### config.mk
export PLATFORM = sky130hd
export DESIGN_NAME = mram_power_manager
export DESIGN_NICKNAME = d
export VERILOG_FILES = /design/src/rtl/mram_power_manager.sv
export SDC_FILE = /design/constraint.sdc
export NUM_CORES = 1
export LEC_CHECK = 0
export CORE_MARGIN = 5
export CORE_UTILIZATION = 40
export DETAILED_ROUTE_END_ITERATION = 6
export HOLD_SLACK_MARGIN = 0.03
export MAX_ROUTING_LAYER = met4
export PLACE_DENSITY = 0.76
export SETUP_SLACK_MARGIN = 0.1
export SLEW_MARGIN = 20
export SYNTH_ARGS = -nofsm -noshare
export SYNTH_HDL_FRONTEND = slang
export SYNTH_SLANG_ARGS = --single-unit
### constraint.sdc
create_clock -name clk -period 2.11 [get_ports clk]
set_input_delay 0.211 -clock clk [delete_from_list [all_inputs] [get_ports clk]]
set_output_delay 0.211 -clock clk [all_outputs]
set_load 0.01 [all_outputs]
### src/rtl/mram_power_manager.sv
// Request-level power manager for the MRAM macro; drives the power-gate sequencer's power level.
// Optional idle auto-sleep is built only when MRAM_PM_AUTO_SLEEP_EN is defined.
module mram_power_manager #(
   parameter int unsigned IDLE_CNT_W  = 16,
   parameter int unsigned TO_CNT_W    = 8,
   parameter int unsigned TIMEOUT_CYC = 200
) (
   input  logic                  clk,
   input  logic                  rst,
   input  logic                  wake_req,
   input  logic                  sleep_req,
   input  logic                  acc_req,
   output logic                  acc_gnt,
   input  logic                  auto_sleep_en,
   input  logic [IDLE_CNT_W-1:0] idle_limit,
   input  logic                  err_clr,
   output logic                  fsm_power,
   input  logic                  fsm_done,
   input  logic                  fsm_isolate,
   output logic                  ready,
   output logic                  busy,
   output logic                  err
);

   typedef enum logic [2:0] {
      StOff,
      StPowerUp,
      StOn,
      StPowerDown,
      StErr
   } state_e;

   state_e                state_q, state_d;
   logic                  blank_q, blank_d;
   logic [TO_CNT_W-1:0]   to_cnt_q, to_cnt_d;
   logic                  wake_pend_q, wake_pend_d;
   logic                  fsm_power_q, fsm_power_d;
   logic                  ready_q, ready_d;
   logic                  busy_q, busy_d;
   logic                  err_q, err_d;
   logic                  auto_sleep;
   logic                  wake_any;
   logic                  to_expired;

   assign wake_any   = wake_req | acc_req;
   assign to_expired = (to_cnt_q == TO_CNT_W'(TIMEOUT_CYC - 1));

`ifdef MRAM_PM_AUTO_SLEEP_EN
   logic [IDLE_CNT_W-1:0] idle_cnt_q, idle_cnt_d;
   logic [IDLE_CNT_W-1:0] idle_inc;

   assign idle_inc   = (&idle_cnt_q) ? idle_cnt_q : idle_cnt_q + 1'b1;
   // Fires on the cycle that completes idle_limit consecutive idle cycles.
   assign auto_sleep = auto_sleep_en && (idle_limit != '0) && (idle_inc == idle_limit);

   always_comb begin
      idle_cnt_d = '0;
      if (state_q == StOn && state_d == StOn && !acc_req) begin
         idle_cnt_d = idle_inc;
      end
   end

   always_ff @(posedge clk) begin
      if (rst) begin
         idle_cnt_q <= '0;
      end else begin
         idle_cnt_q <= idle_cnt_d;
      end
   end
`else
   logic unused_cfg;

   assign unused_cfg = ^{auto_sleep_en, idle_limit};
   assign auto_sleep = 1'b0;
`endif

   always_comb begin
      state_d     = state_q;
      to_cnt_d    = '0;
      wake_pend_d = wake_pend_q;
      unique case (state_q)
         StOff: begin
            if (wake_any || wake_pend_q) begin
               state_d     = StPowerUp;
               wake_pend_d = 1'b0;
            end
         end
         StPowerUp: begin
            to_cnt_d = to_cnt_q + 1'b1;
            if (!blank_q && fsm_done && !fsm_isolate) begin
               state_d = StOn;
            end else if (to_expired) begin
               state_d = StErr;
            end
         end
         StOn: begin
            if (!acc_req && (sleep_req || auto_sleep)) begin
               state_d = StPowerDown;
            end
         end
         StPowerDown: begin
            to_cnt_d = to_cnt_q + 1'b1;
            if (wake_any) begin
               wake_pend_d = 1'b1;
            end
            if (!blank_q && fsm_done) begin
               state_d = StOff;
            end else if (to_expired) begin
               state_d = StErr;
            end
         end
         StErr: begin
            if (err_clr && fsm_done) begin
               state_d = StOff;
            end
         end
         default: state_d = StOff;
      endcase

      // done is combinational on power, so the first cycle of a transition carries a stale value.
      blank_d     = (state_d != state_q) &&
                    (state_d == StPowerUp || state_d == StPowerDown);
      fsm_power_d = (state_d == StPowerUp) || (state_d == StOn);
      ready_d     = (state_d == StOn);
      busy_d      = (state_d == StPowerUp) || (state_d == StPowerDown);
      err_d       = (state_d == StErr);
   end

   always_ff @(posedge clk) begin
      if (rst) begin
         state_q     <= StOff;
         blank_q     <= 1'b0;
         to_cnt_q    <= '0;
         wake_pend_q <= 1'b0;
         fsm_power_q <= 1'b0;
         ready_q     <= 1'b0;
         busy_q      <= 1'b0;
         err_q       <= 1'b0;
      end else begin
         state_q     <= state_d;
         blank_q     <= blank_d;
         to_cnt_q    <= to_cnt_d;
         wake_pend_q <= wake_pend_d;
         fsm_power_q <= fsm_power_d;
         ready_q     <= ready_d;
         busy_q      <= busy_d;
         err_q       <= err_d;
      end
   end

   assign fsm_power = fsm_power_q;
   assign ready     = ready_q;
   assign busy      = busy_q;
   assign err       = err_q;
   assign acc_gnt   = acc_req & ready_q;

endmodule

==> out/metrics.json, run 1 <==
{
  "run_status": {"value": "completed"},
  "finalSetupViolCount": {"value": 0},
  "yosys-top-cells-area": {"value": "sky130_fd_sc_hd__dfxtp_1 48%, sky130_fd_sc_hd__nor2_1 8.0%, sky130_fd_sc_hd__xor2_1 5.0%, sky130_fd_sc_hd__nand2b_1 3.5%, sky130_fd_sc_hd__a21oi_1 2.8%"},
  "first_pass_iters": {"value": 4},
  "place_inst": {"value": 112},
  "largest_family_of_logic_cells_by_synthesized_area": {"value": "simple AND/OR/NAND/NOR gates"},
  "final_cell_count_no_fill": {"value": 116},
  "cts-root-to-sink-buffers": {"value": 2},
  "powerDensity": {"value": 693.8, "unit": "nW/um^2"},
  "floorplan.die.width": {"value": 52.04, "unit": "um"},
  "gp_congestion": {"value": 0.8059},
  "period_share": {"value": 82.49, "unit": "%"},
  "dieArea": {"value": 2708, "unit": "um^2"},
  "worst_margin_slew": {"value": 418.9, "unit": "ps"},
  "switchingPower": {"value": 148.2, "unit": "uW"},
  "cts_root_buffer": {"value": "sky130_fd_sc_hd__clkbuf_4"},
  "report.final.slew_viol_count": {"value": 0},
  "fin_setup_tns": {"value": 0, "unit": "ps"},
  "final_core_util": {"value": 51.36, "unit": "%"},
  "syn_nets": {"value": 103},
  "grt_pass1_wl": {"value": 2.304, "unit": "mm"},
  "nNetsFinal": {"value": 118},
  "netlist_instances": {"value": 77},
  "crit_chain": {"value": "ha_1 -> nand4_1 -> or4_1 -> a21oi_1 -> mux2_2 -> nor2_1"},
  "path_delay_family": {"value": "simple AND/OR/NAND/NOR gates"},
  "combPwrFrac": {"value": 14.8, "unit": "%"},
  "yosysWarningCount": {"value": 0},
  "top_layer": {"value": "met4"},
  "worstSkewPairLatency": {"value": 290, "unit": "ps"},
  "first_global_vias": {"value": 534},
  "routed_via_density": {"value": 5.026},
  "globalRouteOverflowTotal": {"value": 0},
  "worstSetupEndpointType": {"value": "register"},
  "critPathLaunch": {"value": "to_cnt_q[0]$_SDFF_PP0_"},
  "worst-endpoint-arrival": {"value": 1920, "unit": "ps"},
  "power.sequential.fraction": {"value": 57.3, "unit": "%"},
  "cp.buffers_inverters": {"value": 0},
  "post_synth_fa_ha_maj_area_fraction": {"value": 1.770, "unit": "%"},
  "cts.sinks": {"value": 17},
  "p_sw_share": {"value": 24.35, "unit": "%"},
  "r2r_slack": {"value": 370, "unit": "ps"},
  "netlist-cell-type-count": {"value": 28},
  "rr_endpoint": {"value": "fsm_power$_SDFF_PP0_"},
  "wl_met2": {"value": 614, "unit": "um"},
  "design.portCount": {"value": 30},
  "wl_per_cell": {"value": 11.18, "unit": "um"},
  "synth.ff_latch_count": {"value": 17},
  "layout-drive-gt1-share": {"value": 6.593, "unit": "%"},
  "final_hold_viols": {"value": 0},
  "worst_hold_slack": {"value": 443.1, "unit": "ps"},
  "critical_path_source_type": {"value": "register"},
  "design_power": {"value": 608.5, "unit": "uW"},
  "hold_path_startpoint": {"value": "to_cnt_q[0]$_SDFF_PP0_"},
  "initial_drc_count": {"value": 5},
  "num_rows": {"value": 15},
  "route.antenna.remaining_nets": {"value": 0},
  "number_of_antenna_violations_at_the_first_check_in_global_routing": {"value": 0},
  "timing.slew.headroom": {"value": 72.02, "unit": "%"},
  "crit_path_top_delay_cell": {"value": "sky130_fd_sc_hd__or4_1"},
  "syn-cell-area": {"value": 706.9, "unit": "um^2"},
  "synth-compound-area-share": {"value": 10.80, "unit": "%"},
  "rsz0062_at_grt": {"value": "no"},
  "cts_tree": {"value": "yes"},
  "io_buffers": {"value": 12},
  "critical_path.max_fanout": {"value": 4},
  "syn_area_per_cell": {"value": 9.181, "unit": "um^2"},
  "hpwl": {"value": 963, "unit": "um"},
  "core_area": {"value": 1708, "unit": "um^2"},
  "p_clk_share": {"value": 28.0, "unit": "%"},
  "synth.mux.area_fraction": {"value": 1.593, "unit": "%"},
  "fmax": {"value": 574.5, "unit": "MHz"},
  "ctsResizeCount": {"value": 0},
  "wl_met3": {"value": 106, "unit": "um"},
  "synth-xor-area-share": {"value": 7.434, "unit": "%"},
  "max-vdd-ir-drop": {"value": 0.4733, "unit": "mV"},
  "route.layer.met1.wl": {"value": 567, "unit": "um"},
  "hold_path_cells": {"value": 1},
  "detailroute.via_count": {"value": 583},
  "cts.reportedPaths.clkPinSlew": {"value": 90, "unit": "ps"},
  "critPathMaxStageDelay": {"value": 420, "unit": "ps"},
  "insertedDiodeCount": {"value": 0},
  "start_util": {"value": 41.39, "unit": "%"},
  "die_h": {"value": 52.04, "unit": "um"},
  "path_class": {"value": "reg -> reg"},
  "r2r.worst_path.cells": {"value": 6},
  "worst-endpoint-required": {"value": 2290, "unit": "ps"},
  "wirelength": {"value": 1.297, "unit": "mm"},
  "worst_hold_path_endpoint": {"value": "to_cnt_q[0]$_SDFF_PP0_"},
  "leakagePower": {"value": 0.0003158, "unit": "uW"},
  "final_critical_delay_including_setup_and_external_delays": {"value": 1741, "unit": "ps"},
  "int_pwr": {"value": 460.4, "unit": "uW"},
  "final.setup_skew": {"value": 3.307, "unit": "ps"},
  "drv_cap": {"value": 0},
  "cts_max_level": {"value": 1},
  "post-synth-top-area-fraction": {"value": 48.14, "unit": "%"},
  "critical_path.reg2reg.startpoint": {"value": "to_cnt_q[0]$_SDFF_PP0_"},
  "cts_hold_buf": {"value": 0},
  "postCtsSetupRepairBufs": {"value": 0},
  "remaining_drc_errors": {"value": 0},
  "grt_use_total": {"value": 11.88, "unit": "%"},
  "seq_total_area_yosys": {"value": 48.14, "unit": "%"},
  "layout_overhead_on_the_synthesized_area": {"value": 24.07, "unit": "%"},
  "yosys.area.top_type": {"value": "sky130_fd_sc_hd__dfxtp_1"},
  "hold_path.class": {"value": "reg -> reg"},
  "synth_simple_gate_area_share": {"value": 28.67, "unit": "%"},
  "tritoncts.num_buffers": {"value": 3},
  "fillerInstances": {"value": 162},
  "grt_max_degree": {"value": 10}
}
==> layer usage <==
| layer | global-route usage [%] | vias to the layer above |
|---|---|---|
| met4 | 2.620 | 0 |
| met3 | 6.877 | 2 |
| met1 | 13.18 | 273 |
| met2 | 18.41 | 13 |
| li1 | - | 295 |
| met5 | - | - |
==> power by group through the flow <==
stage	combinational [uW]	sequential, uW	clock [uW]
after floorplan	49.1	358	0
after global placement	88.0	356	0
after detailed placement	89.9	356	0
after CTS	91.0	348	178
after global routing	98.7	350	194
final	90.0	348	170
==> flip-flops by register name (all words and copies together) (netlist names) <==
| register | count |
|---|---|
| blank_q | 1 |
| busy | 1 |
| err | 1 |
| fsm_power | 1 |
| ready | 1 |
| state_q | 3 |
| to_cnt_q | 8 |
| wake_pend_q | 1 |
==> cells in the final DEF, fill, tap and decap left out, types with 3 or more instances in the layout <==
master	n
sky130_fd_sc_hd__a21oi_1	4
sky130_fd_sc_hd__clkbuf_4	3
sky130_fd_sc_hd__clkdlybuf4s50_1	12
sky130_fd_sc_hd__dfxtp_1	17
sky130_fd_sc_hd__nand2b_1	4
sky130_fd_sc_hd__nand3_1	4
sky130_fd_sc_hd__nor2_1	15
sky130_fd_sc_hd__xor2_1	4
==> synth_stat cells <==
master	n
sky130_fd_sc_hd__dfxtp_1	17
sky130_fd_sc_hd__nor2_1	15
sky130_fd_sc_hd__a21oi_1	4
sky130_fd_sc_hd__nand2b_1	4
sky130_fd_sc_hd__nand3_1	4
sky130_fd_sc_hd__xor2_1	4
sky130_fd_sc_hd__and2_1	2
sky130_fd_sc_hd__and3_1	2
sky130_fd_sc_hd__clkbuf_1	2
sky130_fd_sc_hd__nor2b_1	2
sky130_fd_sc_hd__nor3_1	2
sky130_fd_sc_hd__o21ai_0	2
sky130_fd_sc_hd__xnor2_1	2
sky130_fd_sc_hd__a2111oi_2	1
sky130_fd_sc_hd__a21boi_0	1
sky130_fd_sc_hd__a22oi_1	1
sky130_fd_sc_hd__ha_1	1
sky130_fd_sc_hd__inv_1	1
sky130_fd_sc_hd__mux2_2	1
sky130_fd_sc_hd__nand4_1	1
sky130_fd_sc_hd__nor4_1	1
sky130_fd_sc_hd__nor4_2	1
sky130_fd_sc_hd__nor4b_1	1
sky130_fd_sc_hd__o21a_1	1
sky130_fd_sc_hd__o31a_1	1
sky130_fd_sc_hd__or2_1	1
sky130_fd_sc_hd__or3_1	1
sky130_fd_sc_hd__or4_1	1
==> through the flow <==
step / instance area (um^2) / worst slack [ps]
final: 877.1 / 369.4
after floorplan: 706.9 / 531.6
after global placement: 850.8 / 201.2
after global routing: 877.1 / 161.6
after CTS: 877.1 / 350.2
after detailed placement: 850.8 / 192.3
==> cells by family after synthesis <==
| group | Yosys count |
|---|---|
| AOI/OAI and AO/OA | 11 |
| DFF | 17 |
| xor gates and xnor gates | 6 |
| adders and majority gates | 1 |
| and+or+nand+nor | 38 |
| muxes | 1 |
| buffers and inverters | 3 |
==> area by class of cell <==
type                       count  area [um^2]  area share [%]
timing repair buffer          12        120.1           13.69
inverter                       1        3.754          0.4280
clock buffer                   4        26.28           2.996
sequential                    17        340.3           38.80
multi-input combinational     57        355.3           40.51
tap                           25        31.28           3.566
==> how the worst max path moves through the flow <==
stage                                 to  cells after the start
floorplan           fsm_power$_SDFF_PP0_                      6
global placement    fsm_power$_SDFF_PP0_                      6
detailed placement  fsm_power$_SDFF_PP0_                      6
CTS                 fsm_power$_SDFF_PP0_                      6
global route        fsm_power$_SDFF_PP0_                      6
finish              fsm_power$_SDFF_PP0_                      6
Power figures use the tool's default switching activity.
==> inputs of run 2 (changes only) <==
Settings changed: CORE_ASPECT_RATIO set to 1.5, CORE_UTILIZATION 40 to 36, PLACE_DENSITY 0.76 to 0.72.
Clock period 2.11 ns to 1.6 ns, I/O delays scaled along.
==> run 2 against run 1 <==
Effect of this change:
- sequential share of layout area fell by 4.6 points
- fmax is 12% higher
- sequential power grew 32%
- global-route usage rose by 0.061 points
- via count is 8.1% higher
- die area increased by 9.6%
- register-to-register slack lost 330 ps
- sequential cell count did not move
- clock-buffer cell count unchanged
- cell area is 15% higher
- clock skew about the same
- final cell count grew 6.9%
- critical path type unchanged
- critical endpoint is now ready$_SDFF_PP0_
- largest cell class unchanged
- largest power group unchanged
==> out/metrics.json, run 2 (synthesized netlist as in run 1, its figures left out) <==
{
  "run_status": {"value": "completed"},
  "worst_hold_path_endpoint": {"value": "wake_pend_q$_SDFFE_PP0P_"},
  "globalRouteOverflowTotal": {"value": 0, "change": "unchanged"},
  "powerDensity": {"value": 836.7, "unit": "nW/um^2", "change": "+21%"},
  "drv_cap": {"value": 0, "change": "unchanged"},
  "seq_area": {"value": 344.1, "unit": "um^2", "change": "+1.1%"},
  "hold_path_cells": {"value": 5, "change": "+4"},
  "r2r.worst_path.cells": {"value": 6, "change": "unchanged"},
  "detailroute.via_count": {"value": 630, "change": "+8.1%"},
  "leakagePower": {"value": 0.0003817, "unit": "uW", "change": "+21%"},
  "combPwrFrac": {"value": 19.8, "unit": "%", "change": "+5.0 points"},
  "critical_path_source_type": {"value": "register"},
  "largest_reg_flops": {"value": 8, "change": "unchanged"},
  "layout_setup_ws": {"value": 40.05, "unit": "ps", "change": "-329.4 ps"},
  "remaining_drc_errors": {"value": 0, "change": "unchanged"},
  "largest_registers": {"value": "to_cnt_q (8), state_q (3)"},
  "core_area": {"value": 1854, "unit": "um^2", "change": "+8.6%"},
  "worst-endpoint-arrival": {"value": 1790, "unit": "ps", "change": "-130 ps"},
  "hold_path.class": {"value": "in -> reg"},
  "final_hold_viols": {"value": 0, "change": "unchanged"},
  "multiInputGateArea": {"value": 397.9, "unit": "um^2", "change": "+12%"},
  "critical_path.reg2reg.startpoint": {"value": "to_cnt_q[0]$_SDFF_PP0_"},
  "hpwl": {"value": 1.203, "unit": "mm", "change": "+25%"},
  "gp_congestion": {"value": 0.8158, "change": "+1.2%"},
  "path_class": {"value": "reg -> reg"},
  "dieArea": {"value": 2968, "unit": "um^2", "change": "+9.6%"},
  "grt_use_total": {"value": 11.94, "unit": "%", "change": "+0.061 points"},
  "worstSetupEndpointType": {"value": "register"},
  "tritoncts.num_buffers": {"value": 3, "change": "unchanged"},
  "final_core_util": {"value": 54.25, "unit": "%", "change": "+2.9 points"},
  "number_of_antenna_violations_at_the_first_check_in_global_routing": {"value": 0, "change": "unchanged"},
  "worst-endpoint-required": {"value": 1830, "unit": "ps", "change": "-460 ps"},
  "report.final.slew_viol_count": {"value": 0, "change": "unchanged"},
  "grt_pass1_wl": {"value": 2.594, "unit": "mm", "change": "+13%"},
  "largest_register": {"value": "to_cnt_q"},
  "worst_margin_slew": {"value": 307.1, "unit": "ps", "change": "-111.8 ps"},
  "cts_hold_buf": {"value": 0, "change": "unchanged"},
  "start_util": {"value": 38.12, "unit": "%", "change": "-3.3 points"},
  "floorplan.die.width": {"value": 46.18, "unit": "um", "change": "-11%"},
  "period_share": {"value": 97.50, "unit": "%", "change": "+15 points"},
  "p_clk_share": {"value": 25.4, "unit": "%", "change": "-2.6 points"},
  "die_h": {"value": 64.27, "unit": "um", "change": "+24%"},
  "layout_overhead_on_the_synthesized_area": {"value": 42.30, "unit": "%"},
  "cts_tree": {"value": "yes"},
  "cts-root-to-sink-buffers": {"value": 2, "change": "unchanged"},
  "final.setup_skew": {"value": 2.878, "unit": "ps", "change": "-0.4289 ps"},
  "rsz0062_at_grt": {"value": "yes"},
  "first_global_vias": {"value": 643, "change": "+20%"},
  "fmax": {"value": 641.0, "unit": "MHz", "change": "+12%"},
  "cts_max_level": {"value": 1, "change": "unchanged"},
  "mostFrequentLayoutCells": {"value": "14 x sky130_fd_sc_hd__nor2_1, 14 x sky130_fd_sc_hd__dfxtp_1, 12 x sky130_fd_sc_hd__buf_4"},
  "initial_drc_count": {"value": 11, "change": "+6"},
  "place_area": {"value": 934.6, "unit": "um^2", "change": "+9.9%"},
  "timing.slew.headroom": {"value": 79.49, "unit": "%", "change": "+7.5 points"},
  "cts_root_buffer": {"value": "sky130_fd_sc_hd__clkbuf_4"},
  "fin_setup_tns": {"value": 0, "unit": "ps", "change": "unchanged"},
  "nNetsFinal": {"value": 130, "change": "+10%"},
  "switchingPower": {"value": 201.2, "unit": "uW", "change": "+36%"},
  "grt_max_degree": {"value": 10, "change": "unchanged"},
  "power.sequential.fraction": {"value": 54.8, "unit": "%", "change": "-2.5 points"},
  "insertedDiodeCount": {"value": 0, "change": "unchanged"},
  "int_pwr": {"value": 640.5, "unit": "uW", "change": "+39%"},
  "fillerInstances": {"value": 170, "change": "+4.9%"},
  "io_buffers": {"value": 12, "change": "unchanged"},
  "p_sw_share": {"value": 23.90, "unit": "%", "change": "-0.44 points"},
  "postLayoutCellArea": {"value": 1006, "unit": "um^2", "change": "+15%"},
  "num_rows": {"value": 19, "change": "+4"},
  "design_power": {"value": 841.7, "unit": "uW", "change": "+38%"},
  "first_pass_iters": {"value": 4, "change": "unchanged"},
  "dpl_worst_slack": {"value": -300.5, "unit": "ps", "change": "-492.8 ps"},
  "layout-drive-gt1-share": {"value": 24.27, "unit": "%", "change": "+18 points"},
  "r2r_slack": {"value": 40, "unit": "ps", "change": "-330 ps"},
  "rr_endpoint": {"value": "ready$_SDFF_PP0_"},
  "finalSetupViolCount": {"value": 0, "change": "unchanged"},
  "cts.sinks": {"value": 17, "change": "unchanged"},
  "wl_per_cell": {"value": 12.77, "unit": "um", "change": "+14%"},
  "hold_path_startpoint": {"value": "wake_req"},
  "final_critical_delay_including_setup_and_external_delays": {"value": 1560, "unit": "ps", "change": "-180.6 ps"},
  "design.portCount": {"value": 30, "change": "unchanged"},
  "cts.reportedPaths.clkPinSlew": {"value": 90, "unit": "ps", "change": "about the same"},
  "wirelength": {"value": 1.584, "unit": "mm", "change": "+22%"},
  "routed_via_density": {"value": 5.081, "change": "+1.1%"},
  "max-vdd-ir-drop": {"value": 0.5584, "unit": "mV", "change": "+18%"},
  "worstSkewPairLatency": {"value": 280, "unit": "ps", "change": "about the same"},
  "critical_path.max_fanout": {"value": 3, "change": "-1"},
  "route.antenna.remaining_nets": {"value": 0, "change": "unchanged"}
}
## run 2: cell count changes in the layout (fill, tap and decap cells not counted), sizes merged
cell           delta
buf              +12
clkdlybuf4s50     -2
dlygate4sd2       +2
## run 2: critical path, cell delays in order (launching register included)
cell and delay [ps]:
sky130_fd_sc_hd__dfxtp_2 360, sky130_fd_sc_hd__ha_4 140, sky130_fd_sc_hd__nand4_1 140, sky130_fd_sc_hd__or4_1 450
sky130_fd_sc_hd__a21oi_2 170, sky130_fd_sc_hd__buf_4 140, sky130_fd_sc_hd__and2_1 110
## run 2: repair_timing
item,4_1_cts,5_1_grt
pin swaps,4,2
gates resized for setup,7,3
buffers inserted,0,1
setup endpoints to repair,5,4
## run 2: routing by layer
layer | GRT usage [%] | up-vias | routed length, um
met5 | - | - | 0
met4 | 6.762 | 0 | 28
met3 | 1.966 | 4 | 106
met2 | 20.86 | 15 | 884
met1 | 11.64 | 293 | 564
li1 | - | 318 | -
## run 2: worst max-delay path by stage
| stage | start | endpoint | slack, ps | depth (start not counted) |
|---|---|---|---|---|
| floorplan | to_cnt_q[0]$_SDFF_PP0_ | fsm_power$_SDFF_PP0_ | 70 | 6 |
| global placement | acc_req | fsm_power$_SDFF_PP0_ | -190 | 7 |
| detailed placement | acc_req | fsm_power$_SDFF_PP0_ | -300 | 7 |
| CTS | to_cnt_q[0]$_SDFF_PP0_ | fsm_power$_SDFF_PP0_ | 50 | 6 |
| global route | to_cnt_q[0]$_SDFF_PP0_ | fsm_power$_SDFF_PP0_ | -40 | 6 |
| finish | to_cnt_q[0]$_SDFF_PP0_ | ready$_SDFF_PP0_ | 40 | 6 |
## run 2: final cells by class
| cell class | instances | share of cell area, % |
|---|---|---|
| inverters | 1 | 0.3731 |
| clock buffers | 4 | 2.612 |
| repair buffers | 24 | 20.65 |
| flip-flops and latches | 17 | 34.20 |
| multi-input cells | 57 | 39.55 |
| well taps | 21 | 2.612 |
## run 2: power by group through the flow
| stage | logic [uW] | registers, uW | clock network [uW] |
|---|---|---|---|
| detailed placement | 164 | 468 | 0 |
| floorplan | 67.6 | 472 | 0 |
| global route | 182 | 463 | 244 |
| CTS | 166 | 460 | 227 |
| global placement | 160 | 466 | 0 |
| finish | 167 | 461 | 213 |
## run 2: metrics by stage
step,hold WS (ps),cells
floorplan,415.5,77
global placement,488.3,119
detailed placement,495.5,119
CTS,490.9,123
global route,546.3,124
finish,498.5,124
